## config.mk

```make
export PLATFORM = sky130hd
export DESIGN_NAME = apb4_master_bridge
export DESIGN_NICKNAME = d
export VERILOG_FILES = /design/src/rtl/apb4_master_bridge.sv
export SDC_FILE = /design/constraint.sdc
export NUM_CORES = 1
export LEC_CHECK = 0
export ABC_CLOCK_PERIOD_IN_PS = 2070
export BUFFER_PORTS_ARGS = -buffer_cell sky130_fd_sc_hd__buf_2
export CAP_MARGIN = 15
export CORE_ASPECT_RATIO = 0.7
export CORE_MARGIN = 5
export CORE_UTILIZATION = 45
export CTS_CLUSTER_DIAMETER = 100
export CTS_CLUSTER_SIZE = 10
export DETAILED_ROUTE_END_ITERATION = 6
export PLACE_DENSITY = 0.9
export SYNTH_ARGS = -nofsm -noshare
export SYNTH_HDL_FRONTEND = slang
export SYNTH_SLANG_ARGS = --single-unit
```

## constraint.sdc

```tcl
create_clock -name pclk -period 2.07 [get_ports pclk]
set_clock_uncertainty 0.05 [all_clocks]
set_input_delay 0.207 -clock pclk [delete_from_list [all_inputs] [get_ports pclk]]
set_output_delay 0.207 -clock pclk [all_outputs]
set_load 0.02 [all_outputs]
```

## src/rtl/apb4_master_bridge.sv

```systemverilog
// apb4_master_bridge
// Single-outstanding APB4 requester. A command accepted on the cmd_* valid/ready
// channel becomes one APB4 SETUP + ACCESS transfer. The result (read data, slave
// error, timeout) is returned on the rsp_* valid/ready channel.
//
// Ports:
//   pclk, preset          clock; synchronous active-high reset
//   cmd_valid/cmd_ready   command handshake
//   cmd_write, cmd_addr, cmd_wdata, cmd_strb, cmd_prot   command payload
//   rsp_valid/rsp_ready   response handshake
//   rsp_rdata, rsp_err, rsp_timeout                      response payload
//   psel, penable, pwrite, paddr, pwdata, pstrb, pprot   APB4 requester outputs
//   prdata, pready, pslverr                              APB4 completer inputs
//
// DATA_WIDTH must be 8, 16 or 32. TIMEOUT = 0 disables the wait-state timeout.
module apb4_master_bridge #(
  parameter int ADDR_WIDTH = 32,
  parameter int DATA_WIDTH = 32,
  parameter int TIMEOUT    = 16
) (
  input  logic                    pclk,
  input  logic                    preset,
  input  logic                    cmd_valid,
  output logic                    cmd_ready,
  input  logic                    cmd_write,
  input  logic [ADDR_WIDTH-1:0]   cmd_addr,
  input  logic [DATA_WIDTH-1:0]   cmd_wdata,
  input  logic [DATA_WIDTH/8-1:0] cmd_strb,
  input  logic [2:0]              cmd_prot,
  output logic                    rsp_valid,
  input  logic                    rsp_ready,
  output logic [DATA_WIDTH-1:0]   rsp_rdata,
  output logic                    rsp_err,
  output logic                    rsp_timeout,
  output logic                    psel,
  output logic                    penable,
  output logic                    pwrite,
  output logic [ADDR_WIDTH-1:0]   paddr,
  output logic [DATA_WIDTH-1:0]   pwdata,
  output logic [DATA_WIDTH/8-1:0] pstrb,
  output logic [2:0]              pprot,
  input  logic [DATA_WIDTH-1:0]   prdata,
  input  logic                    pready,
  input  logic                    pslverr
);

  localparam int STRB_WIDTH = DATA_WIDTH / 8;
  localparam int CNT_WIDTH  = (TIMEOUT > 0) ? $clog2(TIMEOUT + 1) : 1;
  // Abort happens on the edge where the counter would reach TIMEOUT, so at
  // most TIMEOUT ACCESS cycles are spent with pready low.
  localparam logic [CNT_WIDTH-1:0] CNT_LAST =
    (TIMEOUT > 0) ? CNT_WIDTH'(TIMEOUT - 1) : '0;

  typedef enum logic [1:0] {
    IDLE,
    SETUP,
    ACCESS,
    RESP
  } state_t;

  state_t                 state;
  state_t                 state_next;
  logic [CNT_WIDTH-1:0]   wait_cnt;
  logic                   cmd_fire;
  logic                   timeout_hit;

  assign cmd_fire    = cmd_valid & cmd_ready;
  assign timeout_hit = (TIMEOUT != 0) && (state == ACCESS) && !pready &&
                       (wait_cnt == CNT_LAST);

  // State register
  always_ff @(posedge pclk) begin
    if (preset) begin
      state <= IDLE;
    end else begin
      state <= state_next;
    end
  end

  // Next-state logic; RESP always returns to IDLE, never straight to SETUP
  always_comb begin
    state_next = state;
    case (state)
      IDLE:    if (cmd_valid)              state_next = SETUP;
      SETUP:                               state_next = ACCESS;
      ACCESS:  if (pready || timeout_hit)  state_next = RESP;
      RESP:    if (rsp_ready)              state_next = IDLE;
      default:                             state_next = IDLE;
    endcase
  end

  // Handshake and APB control outputs are decoded from state alone
  always_comb begin
    cmd_ready = 1'b0;
    psel      = 1'b0;
    penable   = 1'b0;
    rsp_valid = 1'b0;
    case (state)
      IDLE:    cmd_ready = 1'b1;
      SETUP:   psel      = 1'b1;
      ACCESS: begin
        psel    = 1'b1;
        penable = 1'b1;
      end
      RESP:    rsp_valid = 1'b1;
      default: cmd_ready = 1'b0;
    endcase
  end

  // Transfer attributes, wait counter and response capture.
  // APB attributes are only loaded at command accept, so they stay stable
  // through the transfer and keep their last value afterwards.
  always_ff @(posedge pclk) begin
    if (preset) begin
      pwrite      <= 1'b0;
      paddr       <= '0;
      pwdata      <= '0;
      pstrb       <= '0;
      pprot       <= '0;
      wait_cnt    <= '0;
      rsp_rdata   <= '0;
      rsp_err     <= 1'b0;
      rsp_timeout <= 1'b0;
    end else begin
      if (cmd_fire) begin
        pwrite   <= cmd_write;
        paddr    <= cmd_addr;
        pwdata   <= cmd_wdata;
        pstrb    <= cmd_write ? cmd_strb : {STRB_WIDTH{1'b0}};
        pprot    <= cmd_prot;
        wait_cnt <= '0;
      end
      if (state == ACCESS) begin
        if (pready) begin
          rsp_rdata   <= pwrite ? {DATA_WIDTH{1'b0}} : prdata;
          rsp_err     <= pslverr;
          rsp_timeout <= 1'b0;
        end else begin
          wait_cnt <= wait_cnt + CNT_WIDTH'(1);
          if (timeout_hit) begin
            rsp_rdata   <= '0;
            rsp_err     <= 1'b1;
            rsp_timeout <= 1'b1;
          end
        end
      end
    end
  end

endmodule

```

# ---- Word level (Yosys, flattened, before mapping)
# Index checks and enable logic that the tools add are counted.
# W data, S select, Z words.
dict set report word_totals {
  register_bits 113
  in_bits 110
  out_inout_bits 110
}
dict set report classes {
  add_sub_neg 1
  n_eq_ne 7
  muxes 18
  bitwise 1
  n_reduce_logical 9
}
# op n
set ops {}
lappend ops {{$mux W32} 3}
lappend ops {{$mux W5} 3}
lappend ops {{$pmux W2 S4} 1}
lappend ops {{$mux W1} 7}
lappend ops {{$mux W2} 3}
lappend ops {{$add A5 B1 Y5 const B} 1}
lappend ops {{$eq A5 B4 Y1 const B} 1}
lappend ops {{$eq A2 B2 Y1 const B} 2}
lappend ops {{$mux W4} 1}
lappend ops {{$ne A2 B2 Y1 const B} 2}
lappend ops {{$reduce_and A3 Y1} 1}
lappend ops {{$eq A2 B1 Y1 const B} 1}
lappend ops {{$logic_and A1 B1 Y1} 2}
lappend ops {{$logic_not A2 Y1} 1}
lappend ops {{$ne A2 B1 Y1 const B} 1}
lappend ops {{$reduce_and A2 Y1} 1}
lappend ops {{$reduce_bool A2 Y1} 1}
lappend ops {{$reduce_or A2 Y1} 1}
lappend ops {{$and A1 B1 Y1} 1}
lappend ops {{$logic_not A1 Y1} 1}
lappend ops {{$logic_or A1 B1 Y1} 1}

# ---- Depth between registers and ports, before layout
# Gate-level depths: netlist of run 1.
dict set report logic_depth {
  word_depth 6
  mapped_depth 7
}

# ---- Least setup slack after synthesis of run 1
# OpenSTA, ideal clock, no wires.
dict set report synth_timing {
  kind {flip-flop to flip-flop}
  start {reg wait_cnt[0]}
  end {reg rsp_rdata[16]}
  arrival_ps 1516
  path_slack_ps 433
  path_stages_with_launch 8
  path_buffers 1
  synth_period_minus_slack_ps 1637
  cell_sequence {dfxtp_1 > ha_1 > and3_1 > ha_1 > o21ai_1 > buf_2 > nand2_1 > a21oi_2}
}
dict set report synth_via {
  elab_chain_cells 4
}
# element line
set synth_lines {}
lappend synth_lines {{start: declaration} 63} ;# logic [CNT_WIDTH-1:0] wait_cnt;
lappend synth_lines {{start signal: assignment} 139} ;# wait_cnt <= wait_cnt + CNT_WIDTH'(1);
lappend synth_lines {{$eq A5 B4 Y1} 69} ;# (wait_cnt == CNT_LAST);
lappend synth_lines {{$logic_and A1 B1 Y1} 68} ;# assign timeout_hit = (TIMEOUT != 0) && (state == ACCESS) && !pready &&
lappend synth_lines {{$reduce_bool A2 Y1 (no line)} -}
lappend synth_lines {{$reduce_and A2 Y1 (no line)} -}
lappend synth_lines {{end signal: assignment} 135} ;# rsp_rdata <= pwrite ? {DATA_WIDTH{1'b0}} : prdata;
lappend synth_lines {{end: declaration} 32} ;# output logic [DATA_WIDTH-1:0] rsp_rdata,
# No other way between the ends.
# A chain may end at the register's enable or synchronous reset.

# ---- Worst setup path in the final report of run 1
dict set report layout_timing {
  start {reg state[0]}
  end {reg pwdata[27]}
}
dict set report layout_via {
  elab_chain_cells 3
}
# element line
set layout_lines {}
lappend layout_lines {{start: declaration} 61} ;# state_t state;
lappend layout_lines {{start signal: assignment} 76} ;# state <= state_next;
lappend layout_lines {{$logic_not A2 Y1} 98} ;# case (state)
lappend layout_lines {{$mux W1} 98}
lappend layout_lines {{$and A1 B1 Y1} 67} ;# assign cmd_fire = cmd_valid & cmd_ready;
lappend layout_lines {{end signal: assignment} 128} ;# pwdata <= cmd_wdata;
lappend layout_lines {{end: declaration} 39} ;# output logic [DATA_WIDTH-1:0] pwdata,
# No other way between the ends.

==> results of run 1 <==
-- state kept, by name, indices dropped and copies added, names as in the netlist --
register / count
paddr: 32
pwdata: 32
rsp_rdata: 32
wait_cnt: 5
pstrb: 4
pprot: 3
state: 2
pwrite: 1
rsp_err: 1
rsp_timeout: 1
-- placed cells by master (no fill, tap or decap), types with 3 or more instances in the layout --
cell,count
buf_2,218
nand2_1,174
dfxtp_1,113
a21oi_1,98
nand3_1,41
dlygate4sd3_1,30
clkbuf_16,17
a21oi_2,10
buf_4,7
ha_1,5
inv_1,4
nand2b_1,4
bufinv_16,4
buf_12,4
nor2_1,3
clkbuf_8,3
clkbuf_1,3
-- layer usage --
metal	global-route usage	vias up	part of all wire	wire length (microns)
met2	0.351	176	0.50	6210
met1	0.256	2021	0.41	5090
li1	-	2169	-	-
met5	0	-	0	0
met4	0.0767	0	0.014	174
met3	0.0709	16	0.074	916
-- synthesized netlist by cell type (all sizes together) (2+ instances only) --
cell type,instances
dfxtp,113
nand3,41
nand2b,5
inv,4
nor2,3
clkbuf,11
ha,5
a21oi,108
a211oi,3
a31oi,2
nor3b,2
buf,29
nand2,175
-- how the worst min path moves through the flow --
stage,to,cells after the start,from
after floorplan,rsp_timeout,1,pready
after global placement,rsp_rdata[11],2,rsp_rdata[11]
after detailed placement,rsp_rdata[6],2,rsp_rdata[6]
after CTS,pwdata[6],3,cmd_wdata[6]
after global routing,paddr[6],3,cmd_addr[6]
final,paddr[6],3,cmd_addr[6]
-- final cells by class --
class,count,area [sq um]
multi-input combinational,355,1700
clock buffer,23,478
clock inverter,9,154
sequential,113,2260
tap,124,155
timing repair buffer,259,1520
fill,709,2740
inverter,4,15.0
-- worst reg2reg max path, delay by kind of cell, from the launching register on --
| family | cells | cell delay (ns) |
|---|---|---|
| compound gates | 1 | 0.15 |
| fa+ha+maj | 1 | 0.24 |
| flops | 1 | 0.31 |
| buf+inv | 2 | 0.43 |
| simple gates | 2 | 0.65 |
-- power by group --
group	leakage, nW	switching [mW]	internal (mW)	total (mW)
Combinational	1.66	1.39	0.730	2.12
Sequential	0.921	0.152	2.48	2.64
Clock	0.303	0.946	2.11	3.05
Total	2.89	2.49	5.32	7.81
-- per-stage QoR --
step | total power, mW | cell area (sq um)
2_1_floorplan | 4.05 | 4170
3_3_place_gp | 4.70 | 5350
3_5_place_dp | 4.73 | 5350
4_1_cts | 7.85 | 6280
5_1_grt | 8.21 | 6290
6_report | 7.81 | 6290
-- what timing repair did --
action                                 CTS  global route
endpoints found under the hold margin   31             0
setup endpoints to repair                0             1
hold buffers                            30             0
gates resized for setup                  0             1
-- logic make-up after synthesis --
logic type | Yosys count | synth area share
AND/OR/NAND/NOR | 232 | 0.232
AO/OA/AOI/OAI | 116 | 0.154
flip-flops | 113 | 0.543
buffers and inverters | 44 | 0.0514
adder cells (fa/ha/maj) | 5 | 0.0150
multiplexers | 2 | 0.00511
==> results.cfg, run 1 <==
[status]
status = complete, no violations

[clock_tree]
clk_path_buf_depth = 2
worstSkewPairLatency_ns = 0.39
cts_buffers = 17
clkSinkCount = 113
htreeDepth = 4
ctsRootBufferMaster = clkbuf_16
cts_tree = done
postCtsSetupRepairBufs = 0
clk_pin_slew_ns = 0.05

[drt]
wl_microns = 12400
first_iter_violations = 218
drcViolationCount = 0
post_drt_wl_per_cell_microns = 14.0
ant_nets = 0
vias_per_cell = 4.94
drt_first_pass_iters = 5
vias = 4382

[setup_path]
crit_cells = 6
timing.rr.end = pwdata[27]
critPathLaunch = state[0]
crit_chain = inv_1 -> ha_1 -> and2_2 -> buf_4 -> nand2_1 -> a21oi_1
arrival_ns = 2.17
r2r_start = state[0]
crit_path_end = pwdata[27]
end_kind = flop
crit_type = reg -> reg
worstPathMaxFanout = 29
crit_buf_inv = 2
slowest_delay_ns = 0.58
critPathLaunchType = flop
cp_top_family = simple AND/OR/NAND/NOR gates
crit_required_ns = 2.32
slowest_stage = and2_2
r2r_slack_ns = 0.15
ff2ff_path_depth = 6

[placed_design]
dpl.cell_count = 825
port_buffers = 219
pre_cts_ws_ns = 0.174
routabilityCongestion = 0.788
dpl.hpwl_microns = 8130

[job]
maxCapViolations = 0

[synth]
syn-cell-area_sq_mm = 0.00417
synth-seq-cells = 113
synth_fp_nets = 627
async_reset_ff_frac = 0
yosysWarnings = 0
seq_area_frac_synth = 0.543
postSynthAreaPerCell_sq_um = 8.14
synth_cell_types = 30
synth_edf_count = 0
ys.flop_type = dfxtp_1
post_synth_inst_count = 512
ys_top_cells_by_area = dfxtp_1 54%, nand2_1 16%, a21oi_1 12%, nand3_1 4.9%, buf_2 2.5%
synth_top_area_share = 0.543
yosysTopAreaCell = dfxtp_1

[final_layout]
fin_cells = 887
fin_util = 0.696
drive_gt1_frac = 0.360
synthToLayoutAreaGrowth_pct = 51.0
nets = 865
diodes = 0

[global_route]
grt_usage = 0.211
grt.overflow.total = 0
grt_pass1_wl_microns = 20100
grt_pass1_vias = 4106
antenna_found_initial = 0
grt_max_degree = 54

[die]
initial_core_util = 0.461
core_sq_mm = 0.00903
dieHeight_microns = 90.5
io_pins = 220
fp.dieW_microns = 125
rows = 29
die-area_sq_mm = 0.0113

[min_path]
hold_path_class = in -> reg

[timing]
worst_slack_ns = 0.151
hold_violations = 0
setup-tns-final_ns = 0
rsz0062_at_grt = no
hold_slack_ns = 0.0140
worstMarginPinSlew_ns = 0.623
slew_headroom = 0.585
period_share = 0.927
final-setup-viol-count = 0
drv_slew = 0
fin_crit_ns = 1.92
fmax_mhz = 521

[power]
leakagePower_nw = 2.89
ir_drop_mv = 0.903
powerDensity_mw_per_mm2 = 1240
(Power assumes the default switching activity.)
==> run 2, diff against run 1 <==
--- a/config.mk
+++ b/config.mk
@@ -11,6 +11,7 @@
 export CORE_ASPECT_RATIO = 0.7
 export CORE_MARGIN = 5
 export CORE_UTILIZATION = 45
+export CTS_BUF_LIST = sky130_fd_sc_hd__clkbuf_16
 export CTS_CLUSTER_DIAMETER = 100
 export CTS_CLUSTER_SIZE = 10
 export DETAILED_ROUTE_END_ITERATION = 6
==> results.cfg, run 2 (same netlist as run 1, synthesis figures left out) <==
[timing]
slew_headroom = 0.572
rsz0062_at_grt = no
final-setup-viol-count = 0
hold_violations = 0
period_share = 0.927
worst_slack_ns = 0.152
setup-tns-final_ns = 0
fin_crit_ns = 1.92
fmax_mhz = 521
hold_slack_ns = 0.0118
worstMarginPinSlew_ns = 0.642
drv_slew = 0

[setup_path]
end_kind = flop
crit_required_ns = 2.32
slowest_stage = and2_2
r2r_start = state[0]
critPathLaunchType = flop
cp_top_family = simple AND/OR/NAND/NOR gates
crit_buf_inv = 2
slowest_delay_ns = 0.58
worstPathMaxFanout = 29
crit_type = reg -> reg
critPathLaunch = state[0]
arrival_ns = 2.17
crit_chain = inv_1 -> ha_1 -> and2_2 -> buf_4 -> nand2_1 -> a21oi_1

[die]
die-area_sq_mm = 0.0113
initial_core_util = 0.461
rows = 29
dieHeight_microns = 90.5
core_sq_mm = 0.00903
fp.dieW_microns = 125
io_pins = 220

[placed_design]
port_buffers = 219
routabilityCongestion = 0.788
pre_cts_ws_ns = 0.174
dpl.cell_count = 825
dpl.hpwl_microns = 8130

[global_route]
grt_use_met2 = 0.353
antenna_found_initial = 0
grt_util_met1 = 0.257
grt.overflow.total = 0
grt_max_degree = 54
grt_usage = 0.213
grt_pass1_wl_microns = 20100
grt_use_met3 = 0.0745
grt_pass1_vias = 4104
grt-busiest-layer = met2

[drt]
wl_microns = 12400
drcViolationCount = 0
post_drt_wl_per_cell_microns = 14.0
vias_per_cell = 4.95
drt_first_pass_iters = 4
ant_nets = 0
first_iter_violations = 218
vias = 4386

[min_path]
hold_path_class = in -> reg
hold_start = cmd_wdata[0]

[clock_tree]
clk_pin_slew_ns = 0.05
cts_tree = done
cts.repair.resized = 0
ctsRootBufferMaster = clkbuf_16
cts_buffers = 17
worstSkewPairLatency_ns = 0.39
htreeDepth = 4
clk_path_buf_depth = 2
clkSinkCount = 113

[final_layout]
drive_gt1_frac = 0.357
synthToLayoutAreaGrowth_pct = 49.9
mostFrequentLayoutCells = 218 x buf_2, 174 x nand2_1, 113 x dfxtp_1
diodes = 0
nFillCells = 714
fin_cells = 886
reg.largest.list = paddr x32, pwdata x32, rsp_rdata x32
final_common_cell = buf_2
nets = 864

[power]
leakagePower_nw = 2.88
powerDensity_mw_per_mm2 = 1230
ir_drop_mv = 0.903

[job]
maxCapViolations = 0

[status]
status = complete, no violations
[run 2: per-stage QoR]
step | utilization | area, sq um | power (mW)
finish | 0.691 | 6240 | 7.68
CTS | 0.690 | 6230 | 7.72
global placement | 0.592 | 5350 | 4.70
detailed placement | 0.592 | 5350 | 4.73
floorplan | - | 4170 | 4.05
global route | 0.691 | 6240 | 8.08
[run 2: area by class of cell]
cell class | instances | area (sq um) | share of cell area
Inverter | 4 | 15.0 | 0.00240
Multi-Input combinational cell | 355 | 1700 | 0.272
Clock buffer | 17 | 425 | 0.0681
Clock inverter | 15 | 176 | 0.0283
Sequential cell | 113 | 2260 | 0.362
Tap cell | 124 | 155 | 0.0248
Timing Repair Buffer | 258 | 1510 | 0.242
[run 2: worst paths after layout]
| kind | endpoint | slack, ns | cells after the start |
|---|---|---|---|
| setup reg to reg | pwdata[27] | 0.15 | 6 |
| hold / removal | pwdata[0] | 0.01 | 3 |
| setup / recovery | pwdata[27] | 0.15 | 6 |
| hold reg to reg | rsp_rdata[7] | 0.39 | 2 |
[run 2: worst min-delay path: stages]
cell     delay [ns]
buf_2          0.09
nand2_1        0.05
a21oi_1        0.05
[run 2: what timing repair did]
action,4_1_cts,5_1_grt
hold buffers,28,1
endpoints found under the hold margin,28,1
setup buffers,0,0
[run 2: layer usage]
layer	part of all wire	wire length [microns]	vias to the layer above
met3	0.071	886	16
met4	0.014	170	0
met2	0.50	6230	166
met5	0	0	-
li1	-	-	2164
met1	0.41	5150	2040
[run 2: power by group]
group | total [mW] | internal (mW) | switching [mW]
clock | 2.93 | 1.98 | 0.951
sequential | 2.63 | 2.48 | 0.151
combinational | 2.11 | 0.725 | 1.39
total | 7.68 | 5.19 | 2.49
==> run 3, diff against run 2 <==
--- a/config.mk
+++ b/config.mk
@@ -9,7 +9,7 @@
 export BUFFER_PORTS_ARGS = -buffer_cell sky130_fd_sc_hd__buf_2
 export CAP_MARGIN = 15
 export CORE_ASPECT_RATIO = 0.7
-export CORE_MARGIN = 5
+export CORE_MARGIN = 3
 export CORE_UTILIZATION = 45
 export CTS_BUF_LIST = sky130_fd_sc_hd__clkbuf_16
 export CTS_CLUSTER_DIAMETER = 100
==> results.cfg, run 3 (same netlist as run 1, synthesis figures left out) <==
[global_route]
grt_pass1_wl_microns = 19600
antenna_found_initial = 0
grt_usage = 0.234
grt_pass1_vias = 4171
grt.overflow.total = 0
grt_max_degree = 54

[setup_path]
crit_required_ns = 2.34
crit_type = reg -> reg
slowest_delay_ns = 0.38
worstPathMaxFanout = 33
arrival_ns = 2.12
slowest_stage = dfxtp_1
cpMostUsedCell = ha_1
crit_chain = ha_1 -> and3_1 -> ha_1 -> o21a_4 -> nand3_1 -> a21oi_1
critPathLaunchType = flop
end_kind = flop

[clock_tree]
cts_buffers = 17
worstSkewPairLatency_ns = 0.39
clkSinkCount = 113
clk_path_buf_depth = 2
ctsRootBufferMaster = clkbuf_16
htreeDepth = 4
cts_tree = done
postCtsSetupRepairBufs = 0
clk_pin_slew_ns = 0.05

[die]
core_sq_mm = 0.00872
rows = 28
initial_core_util = 0.477
fp.dieW_microns = 121
die-area_sq_mm = 0.0105
dieHeight_microns = 86.5
io_pins = 220

[timing]
hold_violations = 0
fmax_mhz = 539
worstMarginPinSlew_ns = 0.463
hold_slack_ns = 0.00454
drv_slew = 0
period_share = 0.897
rsz0062_at_grt = no
worst_slack_ns = 0.214
setup-tns-final_ns = 0
slew_headroom = 0.691
fin_crit_ns = 1.86
final-setup-viol-count = 0

[final_layout]
reg.largest.list = paddr x32, pwdata x32, rsp_rdata x32
synthToLayoutAreaGrowth_pct = 47.2
drive_gt1_frac = 0.355
nets = 859
final_common_cell = buf_2
fin_util = 0.703
diodes = 0
mostFrequentLayoutCells = 218 x buf_2, 174 x nand2_1, 113 x dfxtp_1
nFillCells = 652
fin_cells = 875

[min_path]
hold_path_class = in -> reg

[drt]
drt_first_pass_iters = 5
vias = 4420
first_iter_violations = 191
wl_microns = 12700
vias_per_cell = 5.05
drcViolationCount = 0
post_drt_wl_per_cell_microns = 14.5
ant_nets = 0

[placed_design]
dpl.cell_count = 820
routabilityCongestion = 0.812
dpl.hpwl_microns = 8740
pre_cts_ws_ns = 0.0985
port_buffers = 219

[job]
maxCapViolations = 0

[status]
status = complete, no violations

[power]
powerDensity_mw_per_mm2 = 1210
leakagePower_nw = 2.83
ir_drop_mv = 0.738
==> run 3: changes by cell type in the layout (fill, tap and decap cells not counted), sizes merged <==
cell | before | now
dlygate4sd3 | 29 | 25
bufinv | 4 | 2
buf | 229 | 228
clkinvlp | 2 | 0
clkinv | 6 | 8
==> run 3: stage by stage <==
step,power [mW],cell area (sq um)
global placement,4.65,5340
global route,7.77,6130
floorplan,4.05,4170
CTS,7.40,6100
detailed placement,4.74,5340
finish,7.39,6130
==> run 3: worst max-delay path, delay by kind of cell, from the launching register on <==
family          cells  cell delay (ns)
compound gates      2             0.56
fa+ha+maj           2             0.45
flops               1             0.38
simple gates        2             0.33
==> run 3: path summary, 6_finish.rpt <==
check / from / depth (start not counted) / slack, ns / to
worst max-delay path: wait_cnt[0] / 6 / 0.21 / rsp_rdata[8]
worst min-delay path: cmd_wdata[17] / 3 / 0.005 / pwdata[17]
worst max register to register: wait_cnt[0] / 6 / 0.21 / rsp_rdata[8]
worst min register to register: rsp_rdata[3] / 2 / 0.39 / rsp_rdata[3]
==> run 3: timing repair <==
| item | CTS | global route |
|---|---|---|
| resized for setup | 0 | 2 |
| endpoints found under the hold margin | 23 | 2 |
| setup endpoints to repair | 0 | 36 |
| hold buffers | 23 | 2 |
==> run 3: final cells by class <==
cell class              instances  area, sq um  area share
inverters                       4         15.0     0.00245
repair buffers                253         1470       0.239
clock inverters                13          106      0.0174
clock buffers                  17          425      0.0694
well taps                     120          150      0.0245
flip-flops and latches        113         2260       0.369
multi-input cells             355         1700       0.278
==> run 3: metal layers <==
layer | part of all wire | wire [microns] | GRT usage | vias to the layer above
met3 | 0.076 | 969 | 0.0757 | 38
met1 | 0.38 | 4850 | 0.262 | 2041
met2 | 0.51 | 6490 | 0.408 | 191
li1 | - | - | - | 2150
met4 | 0.032 | 406 | 0.110 | 0
met5 | 0 | 0 | 0 | -
==> run 3: where the power goes <==
part | switching, mW | internal [mW] | total (mW)
Sequential | 0.155 | 2.49 | 2.64
Clock | 0.904 | 1.71 | 2.61
Combinational | 1.41 | 0.730 | 2.14
